`src/rtl/alu_pkg.sv`:
```
// Shared definitions for the nibble-serial ALU sequencer: NZVC flag
// positions and the sequencer state encoding.
package alu_pkg;

    localparam int FLAG_N = 3;
    localparam int FLAG_Z = 2;
    localparam int FLAG_V = 1;
    localparam int FLAG_C = 0;

    typedef enum logic [1:0] {
        IDLE = 2'd0,
        RUN  = 2'd1,
        DONE = 2'd2
    } seq_state_t;

endpackage

```
`src/rtl/alu_nibble_sequencer.sv`:
```
// Runs a wide (4*NIBBLES-bit) operation through an external 4-bit ALU,
// one nibble per cycle, least-significant nibble first. The carry is
// chained between nibbles and the per-nibble flags are merged into wide
// NZVC flags.
//
//   state | meaning
//   ------+--------------------------------------------------------------
//   IDLE  | ready for a request; operands are latched on acceptance
//   RUN   | one nibble per cycle through the ALU, idx selects the nibble
//   DONE  | wide result/flags presented, waiting for rsp_ready
module alu_nibble_sequencer
    import alu_pkg::*;
#(
    parameter int  NIBBLES = 2,
    parameter int  IDX_W   = $clog2(NIBBLES),
    localparam int W       = 4 * NIBBLES
) (
    input  logic         clk,
    input  logic         reset_n,

    input  logic         req_valid,
    output logic         req_ready,
    input  logic [W-1:0] req_a,
    input  logic [W-1:0] req_b,
    input  logic [2:0]   req_op,
    input  logic         req_bank,
    input  logic         req_cin,

    output logic [3:0]   alu_a,
    output logic [3:0]   alu_b,
    output logic [2:0]   alu_op,
    output logic         alu_bank,
    output logic         alu_cin,
    input  logic [3:0]   alu_result,
    input  logic [3:0]   alu_flags,

    output logic         rsp_valid,
    input  logic         rsp_ready,
    output logic [W-1:0] rsp_result,
    output logic [3:0]   rsp_flags
);

    seq_state_t       state;
    seq_state_t       state_nxt;
    logic [IDX_W-1:0] idx;
    logic [W-1:0]     a_lat;
    logic [W-1:0]     b_lat;
    logic [W-1:0]     work;
    logic [W-1:0]     work_nxt;
    logic [W-1:0]     res_q;
    logic [3:0]       flags_q;
    logic [2:0]       op_lat;
    logic             bank_lat;
    logic             carry;
    logic             z_acc;
    logic             z_final;
    logic             accept;
    logic             step;
    logic             last;

    assign accept  = (state == IDLE) && req_valid;
    assign step    = (state == RUN);
    assign last    = step && (idx == IDX_W'(NIBBLES - 1));
    assign z_final = z_acc & alu_flags[FLAG_Z];

    // State register
    always_ff @(posedge clk or negedge reset_n) begin
        if (!reset_n) begin
            state <= IDLE;
        end else begin
            state <= state_nxt;
        end
    end

    // Next-state decode and handshake outputs
    always_comb begin
        state_nxt = state;
        req_ready = 1'b0;
        rsp_valid = 1'b0;
        case (state)
            IDLE: begin
                req_ready = 1'b1;
                if (req_valid) begin
                    state_nxt = RUN;
                end
            end
            RUN: begin
                if (last) begin
                    state_nxt = DONE;
                end
            end
            DONE: begin
                rsp_valid = 1'b1;
                if (rsp_ready) begin
                    state_nxt = IDLE;
                end
            end
            default: begin
                state_nxt = IDLE;
            end
        endcase
    end

    // Select the current operand nibbles and merge the ALU result into the
    // working word; a mux over idx keeps the slice widths static.
    always_comb begin
        alu_a    = 4'h0;
        alu_b    = 4'h0;
        work_nxt = work;
        for (int i = 0; i < NIBBLES; i++) begin
            if (idx == IDX_W'(i)) begin
                alu_a               = a_lat[4*i +: 4];
                alu_b               = b_lat[4*i +: 4];
                work_nxt[4*i +: 4]  = alu_result;
            end
        end
    end

    assign alu_op     = op_lat;
    assign alu_bank   = bank_lat;
    assign alu_cin    = carry;
    assign rsp_result = res_q;
    assign rsp_flags  = flags_q;

    // Operand latch, nibble stepping, carry/Z chaining and response capture.
    // The response registers only change at completion so a consumer sees
    // stable data until the next operation finishes.
    always_ff @(posedge clk or negedge reset_n) begin
        if (!reset_n) begin
            idx      <= '0;
            a_lat    <= '0;
            b_lat    <= '0;
            op_lat   <= 3'd0;
            bank_lat <= 1'b0;
            carry    <= 1'b0;
            z_acc    <= 1'b0;
            work     <= '0;
            res_q    <= '0;
            flags_q  <= 4'h0;
        end else if (accept) begin
            a_lat    <= req_a;
            b_lat    <= req_b;
            op_lat   <= req_op;
            bank_lat <= req_bank;
            carry    <= req_cin;
            idx      <= '0;
            z_acc    <= 1'b1;
        end else if (step) begin
            work  <= work_nxt;
            carry <= alu_flags[FLAG_C];
            z_acc <= z_final;
            if (last) begin
                res_q           <= work_nxt;
                flags_q[FLAG_N] <= alu_flags[FLAG_N];
                flags_q[FLAG_Z] <= z_final;
                flags_q[FLAG_V] <= alu_flags[FLAG_V];
                flags_q[FLAG_C] <= alu_flags[FLAG_C];
            end else begin
                idx <= idx + IDX_W'(1);
            end
        end else if ((state == DONE) && rsp_ready) begin
            idx <= '0;
        end
    end

endmodule

```
`config.mk`:
```
export PLATFORM = sky130hd
export DESIGN_NAME = alu_nibble_sequencer
export DESIGN_NICKNAME = d
export VERILOG_FILES = /design/src/rtl/alu_pkg.sv /design/src/rtl/alu_nibble_sequencer.sv
export SDC_FILE = /design/constraint.sdc
export NUM_CORES = 1
export LEC_CHECK = 0
export ABC_CLOCK_PERIOD_IN_PS = 1700
export CELL_PAD_IN_SITES_DETAIL_PLACEMENT = 1
export CELL_PAD_IN_SITES_GLOBAL_PLACEMENT = 1
export CORE_ASPECT_RATIO = 1.75
export CORE_MARGIN = 3
export CORE_UTILIZATION = 36
export DETAILED_ROUTE_END_ITERATION = 12
export GPL_TIMING_DRIVEN = 0
export PLACE_DENSITY_LB_ADDON = 0.25
export SKIP_CTS_REPAIR_TIMING = 1
export SLEW_MARGIN = 20
export SYNTH_ARGS = -nofsm -noshare
export SYNTH_HDL_FRONTEND = slang
export SYNTH_SLANG_ARGS = --single-unit
```
`constraint.sdc`:
```
create_clock -name clk -period 1.7 [get_ports clk]
set_clock_uncertainty 0.05 [all_clocks]
set_input_delay 0.34 -clock clk [delete_from_list [all_inputs] [get_ports clk]]
set_output_delay 0.34 -clock clk [all_outputs]
set_load 0.005 [all_outputs]
```
**Yosys cells after proc, flatten, opt, wreduce, memory -nomap -nowiden**

Index checks and enable logic that the tools add are counted.

- Output and inout port bits: 27
- Logic and storage cells: 48
- Bits in writable memories: 0
- Memory bits (read-only): 0
- Bits in latches: 0
- Input port bits: 33
- Memories kept: 0
- Flip-flop bits (word level): 45

- Shift operators: 0
- Div/mod/pow operators: 0
- $mul: 0
- Reduce and logical (&&, ||, !) cells: 10
- $lt $le $gt $ge: 0
- Bitwise operators: 2
- Multiplexer cells: 18
- Equal/unequal tests: 6
- Add/subtract/negate cells: 1

Operator list:

| operator | number |
|---|---|
| $mux 4 | 4 |
| $mux 1 | 10 |
| $mux 2 | 3 |
| $pmux 2 s3 | 1 |
| $reduce_and 3->1 | 2 |
| $ne 2x2->1 const B | 2 |
| $reduce_and 2->1 | 2 |
| $logic_and 1x1->1 | 3 |
| $ne 3x3->1 const B | 1 |
| $reduce_bool 3->1 | 1 |
| $eq 2x1->1 const B | 1 |
| $eq 2x2->1 const B | 1 |
| $logic_not 2->1 | 1 |
| $ne 2x1->1 const B | 1 |
| $reduce_bool 2->1 | 1 |
| $add 1x1->1 const B | 1 |
| $and 1x1->1 | 1 |
| $not 1->1 | 1 |

**Longest topological paths before layout**

Gate-level depths: netlist (run 1).

- Depth in word-level cells: 5
- Gate-level depth with buffers: 5
- Depth with buffers taken out: 3

**Worst setup path before layout (run 1)**

Ideal clock, no wire load.

- Kind: reg-to-reg
- Start: reg state[0]
- End: reg a_lat[0]
- Required time: 1,525 ps
- Library setup time: 125 ps
- Arrival: 1,246 ps
- Path buffers: 2
- Slack: 279 ps
- Stages on the path, launching flop included: 6
- Clock period less this slack: 1,421 ps
- Cell sequence: dfrtp_1 buf_2 nor2_2 and2_4 buf_6 mux2_4

- Longest elaborated chain between the ends: 2

Ends and longest elaborated chain:

| element | line | text |
|---|---|---|
| from (decl) | alu_nibble_sequencer.sv:43 | `seq_state_t state;` |
| from (signal assigned) | alu_nibble_sequencer.sv:71 | `state <= state_nxt;` |
| $logic_not 2->1 | alu_nibble_sequencer.sv:61 | `assign accept = (state == IDLE) && req_valid;` |
| $logic_and 1x1->1 | alu_nibble_sequencer.sv:61 |  |
| to (signal assigned) | alu_nibble_sequencer.sv:141 | `a_lat <= req_a;` |
| to (decl) | alu_nibble_sequencer.sv:46 | `logic [W-1:0] a_lat;` |

No other way between the ends.
A chain may end at the register's enable or synchronous reset.

**Final worst setup path (run 1)**

- Start: reg idx
- End: out alu_b[1]

- Longest elaborated chain between the ends: 1

Ends and longest elaborated chain:

| element | line | text |
|---|---|---|
| from (decl) | alu_nibble_sequencer.sv:45 | `logic [IDX_W-1:0] idx;` |
| from (signal assigned) | alu_nibble_sequencer.sv:159 | `idx <= idx + IDX_W'(1);` |
| $mux 4 | alu_nibble_sequencer.sv:111 | `if (idx == IDX_W'(i)) begin` |
| to (decl) | alu_nibble_sequencer.sv:30 | `output logic [3:0] alu_b,` |

No other way between the ends.

==> results of run 1 <==
-- logic make-up after synthesis --
group,after synthesis,synth area share
AND/OR/NAND/NOR,14,0.04998
AO/OA/AOI/OAI,7,0.02604
multiplexers,44,0.3202
flip-flops,41,0.5771
buffers and inverters,7,0.02674
-- per-stage QoR --
stage	power, W	TNS [ns]	cell area, sq um	util
floorplan	0.002965	0	1778	-
CTS	0.004923	-4.652	2569	0.5410
detailed placement	0.004075	-2.508	2449	0.5157
finish	0.004793	-0.09187	2606	0.5489
global placement	0.003961	-30.98	2434	0.5125
global route	0.005129	-0.5229	2606	0.5489
-- report_power, final --
| part | switching [W] | leakage, nW | internal [W] |
|---|---|---|---|
| Clock | 0.000335 | 0.0574 | 0.000477 |
| Sequential | 0.000274 | 0.481 | 0.00148 |
| Combinational | 0.000713 | 0.682 | 0.00152 |
| Total | 0.00132 | 1.22 | 0.00347 |
-- metal layers --
| layer | vias to the layer above | track usage | wire length (um) |
|---|---|---|---|
| li1 | 526 | - | - |
| met1 | 570 | 0.1644 | 1400 |
| met2 | 38 | 0.2504 | 2151 |
| met3 | 5 | 0.03277 | 213 |
| met4 | 0 | 0.05759 | 64 |
| met5 | - | 0 | 0 |
-- layout make-up --
class / instances / area (sq um)
Buffer: 5 / 48.80
Clock buffer: 6 / 82.58
Clock inverter: 2 / 37.54
Fill cell: 486 / 2142
Inverter: 2 / 7.507
Multi-Input combinational cell: 65 / 704.4
Sequential cell: 41 / 1027
Tap cell: 52 / 65.06
Timing Repair Buffer: 62 / 633.1
-- sequential cells by signal, indices dropped and copies added, names as in the netlist --
register    count
a_lat           8
b_lat           8
rsp_result      8
rsp_flags       4
work            4
alu_op          3
state           2
alu_bank        1
alu_cin         1
idx             1
z_acc           1
-- worst register-to-register path: stages (launching register included) --
cell and delay [ns]:
dfrtp_2 0.47, nand2b_1 0.20, nor2_1 0.30, mux2_2 0.39
-- how the worst max path moves through the flow --
stage          slack [ns]  startpoint       end  depth (start not counted)
2_1_floorplan        0.28    state[0]  a_lat[0]                          5
3_3_place_gp        -0.69     reset_n  a_lat[1]                          1
3_5_place_dp        -0.19         idx  alu_a[1]                          3
4_1_cts             -0.52         idx  alu_a[1]                          3
5_1_grt             -0.08         idx  alu_b[1]                          3
6_report            -0.02         idx  alu_b[1]                          3
-- placed cells by master, fill, tap and decap left out, types with 2 or more instances in the layout --
master           netlist  layout
o21ai_0                4       4
buf_4                  1       3
mux2_4                20      20
inv_1                  2       2
buf_6                  2       3
mux2_1                 3       3
clkdlybuf4s50_1        0      48
mux2_2                20      20
clkbuf_8               0       6
clkbuf_2               0       2
nand2_1                2       2
dlymetal6s2s_1         0       8
dfrtp_1               41      40
nor2_1                 5       5
==> impl_metrics.toml, run 1 <==
[run_status]
status = "finished, violations left"
violations = "negative setup slack"

[yosys]
synth-seq-cells = 41
synth_fp_nets = 146
synth_area_leaders = "dfrtp_1, mux2_4, mux2_2, mux2_1, buf_6"
synth_edf_count = 0
async_reset_ff_frac = 1.000
yosysMostFrequentCell = "dfrtp_1"
synth_warnings = 0
yosysTopAreaCellShare = 0.5771
synth_top_cells_by_count = "dfrtp_1, mux2_2, mux2_4"
yosysTopAreaCell = "dfrtp_1"
yosysUniqueCellTypes = 22
synth_cells = 113
synth-main-ff-cell = "dfrtp_1"
syn_area_per_cell_sq_um = 15.73
syn-cell-area_sq_mm = 0.001778
seq_area_frac_synth = 0.5771

[placement]
place_congestion = 0.7102
place_worst_setup_slack_ns = -0.1946
dp_cells = 225
portBuffers = 59
dp_hpwl_um = 2832

[drt]
vias_per_cell = 4.847
wl_per_cell_um = 16.30
drt_pre_antenna_iters = 4
ant_nets = 0
drc_errors = 0
drt_iter0_drc = 16
vias = 1139
wl_um = 3830

[critical_path]
r2r-end = "work[3]"
critPathMaxStageDelay_ns = 0.38
r2r_start = "state[1]"
crit_fanout = 10
required_ns = 1.31
critPathSlowestCell = "dfrtp_1"
crit_chain = "buf_6 -> mux2_2 -> dlymetal6s2s_1"
arrival_ns = 1.33
cp-end-kind = "output port"
rr_worst_depth = 3
worstSetupPathType = "flip-flop to output port"
r2r_setup_slack_ns = 0.17
critPathTopFamily = "flip-flops"
start_kind = "flip-flop"
critPathBufInv = 2

[clocking]
cts_buffer_depth = 2
clk_latency_ns = 0.29
h-tree-depth = 2
cts_sinks = 41
cts_root_buf = "clkbuf_8"
cts_tree = "done"
cts.reportedPaths.clkPinSlew_ns = 0.08
cts_buffers = 5

[sta]
tightest_slew_ns = 0.3544
slew_viol_final = 0
slew_headroom = 0.7629
fmax_mhz = 580.4
hold_slack_ns = 0.4269
fin_ws_ns = -0.02282
min_period_over_period = 1.013
hold_viol = 0
period_needed_ns = 1.723
setup_viol = 6
rsz0062_at_grt = "true"

[floorplan]
initial_utilization = 0.3744
rows = 33
design.die.area_sq_mm = 0.005851
ios = 60
coreArea_sq_mm = 0.004748
die_h_um = 98.97
fp.dieW_um = 59.13

[final_layout]
syn2layout_area_growth_pct = 46.59
nets = 215
diodes = 0
drive_above_1_share = 0.3443
fin_cells = 235

[global_routing]
antenna_found_initial = 0
grt_pass1_vias = 1313
track_usage = 0.1439
grt_pass1_wl_um = 6292
overflow = 0
grt_max_degree = 30

[power]
p_leak_nw = 1.220
p_per_area_mw_per_mm2 = 1839
irDropWorstVdd_mv = 1.014

[run]
drv_cap = 0

[hold_path]
hold_class = "input port to async pin"
Note: power is estimated with default switching activity, not from simulation.
==> run 2: changes to the inputs <==
--- a/config.mk
+++ b/config.mk
@@ -14,6 +14,7 @@
 export DETAILED_ROUTE_END_ITERATION = 12
 export GPL_TIMING_DRIVEN = 0
 export PLACE_DENSITY_LB_ADDON = 0.25
+export RECOVER_POWER = 50
 export SKIP_CTS_REPAIR_TIMING = 1
 export SLEW_MARGIN = 20
 export SYNTH_ARGS = -nofsm -noshare
==> impl_metrics.toml, run 2 (synthesized netlist as in run 1, its figures left out) <==
[power]
irDropWorstVdd_mv = 1.014
power_frac_seq = 0.365
clkPwrFrac = 0.169
switching_share = 0.2758
p_leak_nw = 1.218
p_per_area_mw_per_mm2 = 1840
power_switching_w = 0.001322
p_int_w = 0.003471
comb_power_share = 0.465

[sta]
setup_viol = 6
setup_tns_ns = -0.09187
hold_viol = 0
slew_headroom = 0.4647
fmax_mhz = 580.4
tightest_slew_ns = 0.8029
slew_viol_final = 0
fin_ws_ns = -0.02282
hold_slack_ns = 0.4464
min_period_over_period = 1.013
rsz0062_at_grt = "true"
period_needed_ns = 1.723

[drt]
ant_nets = 0
wl_per_cell_um = 16.30
drt_pre_antenna_iters = 4
drt_iter0_drc = 16
wl_um = 3830
vias = 1139
drc_errors = 0
vias_per_cell = 4.847

[placement]
dp_hpwl_um = 2832
place_congestion = 0.7102
portBuffers = 59

[hold_path]
min_from = "rsp_result[7]"
worstHoldPathCells = 1
hold_class = "flip-flop to flip-flop"

[critical_path]
crit_start = "idx"
worstSetupPathType = "flip-flop to output port"
start_kind = "flip-flop"
r2r_start = "state[1]"
crit_fanout = 10
r2r_setup_slack_ns = 0.17
required_ns = 1.31
cp-end-kind = "output port"
rr_worst_depth = 3
endpoint = "alu_b[1]"
arrival_ns = 1.33
r2r-end = "work[3]"

[floorplan]
ios = 60
initial_utilization = 0.3744
rows = 33
design.die.area_sq_mm = 0.005851
coreArea_sq_mm = 0.004748
fp.dieW_um = 59.13
die_h_um = 98.97

[run_status]
violations = "negative setup slack"
status = "finished, violations left"

[global_routing]
grt_max_degree = 30
grt_pass1_wl_um = 6292
track_usage = 0.1439
grt_pass1_vias = 1313
overflow = 0
antenna_found_initial = 0

[clocking]
cts.reportedPaths.clkPinSlew_ns = 0.08
clk_latency_ns = 0.29
cts_sinks = 41
cts_buffer_depth = 2
cts_tree = "done"
cts_root_buf = "clkbuf_8"
cts_buffers = 5
h-tree-depth = 2

[final_layout]
layout_commonest_cell = "clkdlybuf4s50_1"
diodes = 0
final_cell_mix = "clkdlybuf4s50_1, dfrtp_1, mux2_2, mux2_4, dlymetal6s2s_1"
nets = 215
syn2layout_area_growth_pct = 46.52
drive_above_1_share = 0.3388

[run]
drv_cap = 0
[run 2: cell types whose count changed in the layout (fill, tap and decap cells not counted)]
cell and delta:
buf_2 -1, clkbuf_1 +1
[run 2: through the flow]
stage	utilization	instances	area, sq um	setup WS, ns	total power, W
after CTS	0.5410	233	2569	-0.5176	0.004923
after global routing	0.5486	235	2605	-0.08352	0.005129
after floorplan	-	113	1778	0.2785	0.002965
after detailed placement	0.5157	225	2449	-0.1946	0.004075
final	0.5486	235	2605	-0.02282	0.004792
after global placement	0.5125	224	2434	-0.6893	0.003961
[run 2: cell type report]
class                      instances  area [sq um]
clock buffer                       6         82.58
tap                               52         65.06
multi-input combinational         65         704.4
timing repair buffer              62         631.9
clock inverter                     2         37.54
inverter                           2         7.507
fill                             487          2143
buffer                             5         48.80
sequential                        41          1027
[run 2: worst min path at each step]
stage / to / slack, ns
final: rsp_result[7] / 0.45
after CTS: rsp_flags[3] / -0.11
after floorplan: a_lat[0] / -0.006
after detailed placement: rsp_flags[3] / 0.21
after global placement: rsp_flags[2] / 0.41
after global routing: rsp_result[7] / 0.46
[run 2: power groups by stage]
| stage | Clock (W) | Sequential (W) | Combinational (W) |
|---|---|---|---|
| final | 0.000812 | 0.00175 | 0.00223 |
| after global routing | 0.000885 | 0.00182 | 0.00243 |
| after CTS | 0.000842 | 0.00176 | 0.00232 |
| after detailed placement | 0 | 0.00177 | 0.00231 |
| after global placement | 0 | 0.00173 | 0.00223 |
| after floorplan | 0 | 0.00172 | 0.00125 |
[run 2: metal layers]
| layer | wire (um) | global-route usage |
|---|---|---|
| met1 | 1406 | 0.1644 |
| met2 | 2150 | 0.2504 |
| met3 | 208 | 0.03277 |
| met4 | 64 | 0.05759 |
| met5 | 0 | 0 |
[run 2: worst max-delay path, cell delays in order, from the launching register on]
cell and delay (ns):
dfrtp_1 0.38, buf_6 0.17, mux2_2 0.34, dlymetal6s2s_1 0.15
==> run 3: changes to the inputs <==
--- a/config.mk
+++ b/config.mk
@@ -6,17 +6,19 @@
 export NUM_CORES = 1
 export LEC_CHECK = 0
 export ABC_CLOCK_PERIOD_IN_PS = 1700
+export CAP_MARGIN = 20
 export CELL_PAD_IN_SITES_DETAIL_PLACEMENT = 1
 export CELL_PAD_IN_SITES_GLOBAL_PLACEMENT = 1
 export CORE_ASPECT_RATIO = 1.75
 export CORE_MARGIN = 3
 export CORE_UTILIZATION = 36
+export CTS_CLUSTER_DIAMETER = 80
 export DETAILED_ROUTE_END_ITERATION = 12
 export GPL_TIMING_DRIVEN = 0
 export PLACE_DENSITY_LB_ADDON = 0.25
 export RECOVER_POWER = 50
 export SKIP_CTS_REPAIR_TIMING = 1
-export SLEW_MARGIN = 20
+export SLEW_MARGIN = 15
 export SYNTH_ARGS = -nofsm -noshare
 export SYNTH_HDL_FRONTEND = slang
 export SYNTH_SLANG_ARGS = --single-unit
==> results of run 3 <==
No change in the layout: final DEF, timing and power equal those of run 2.
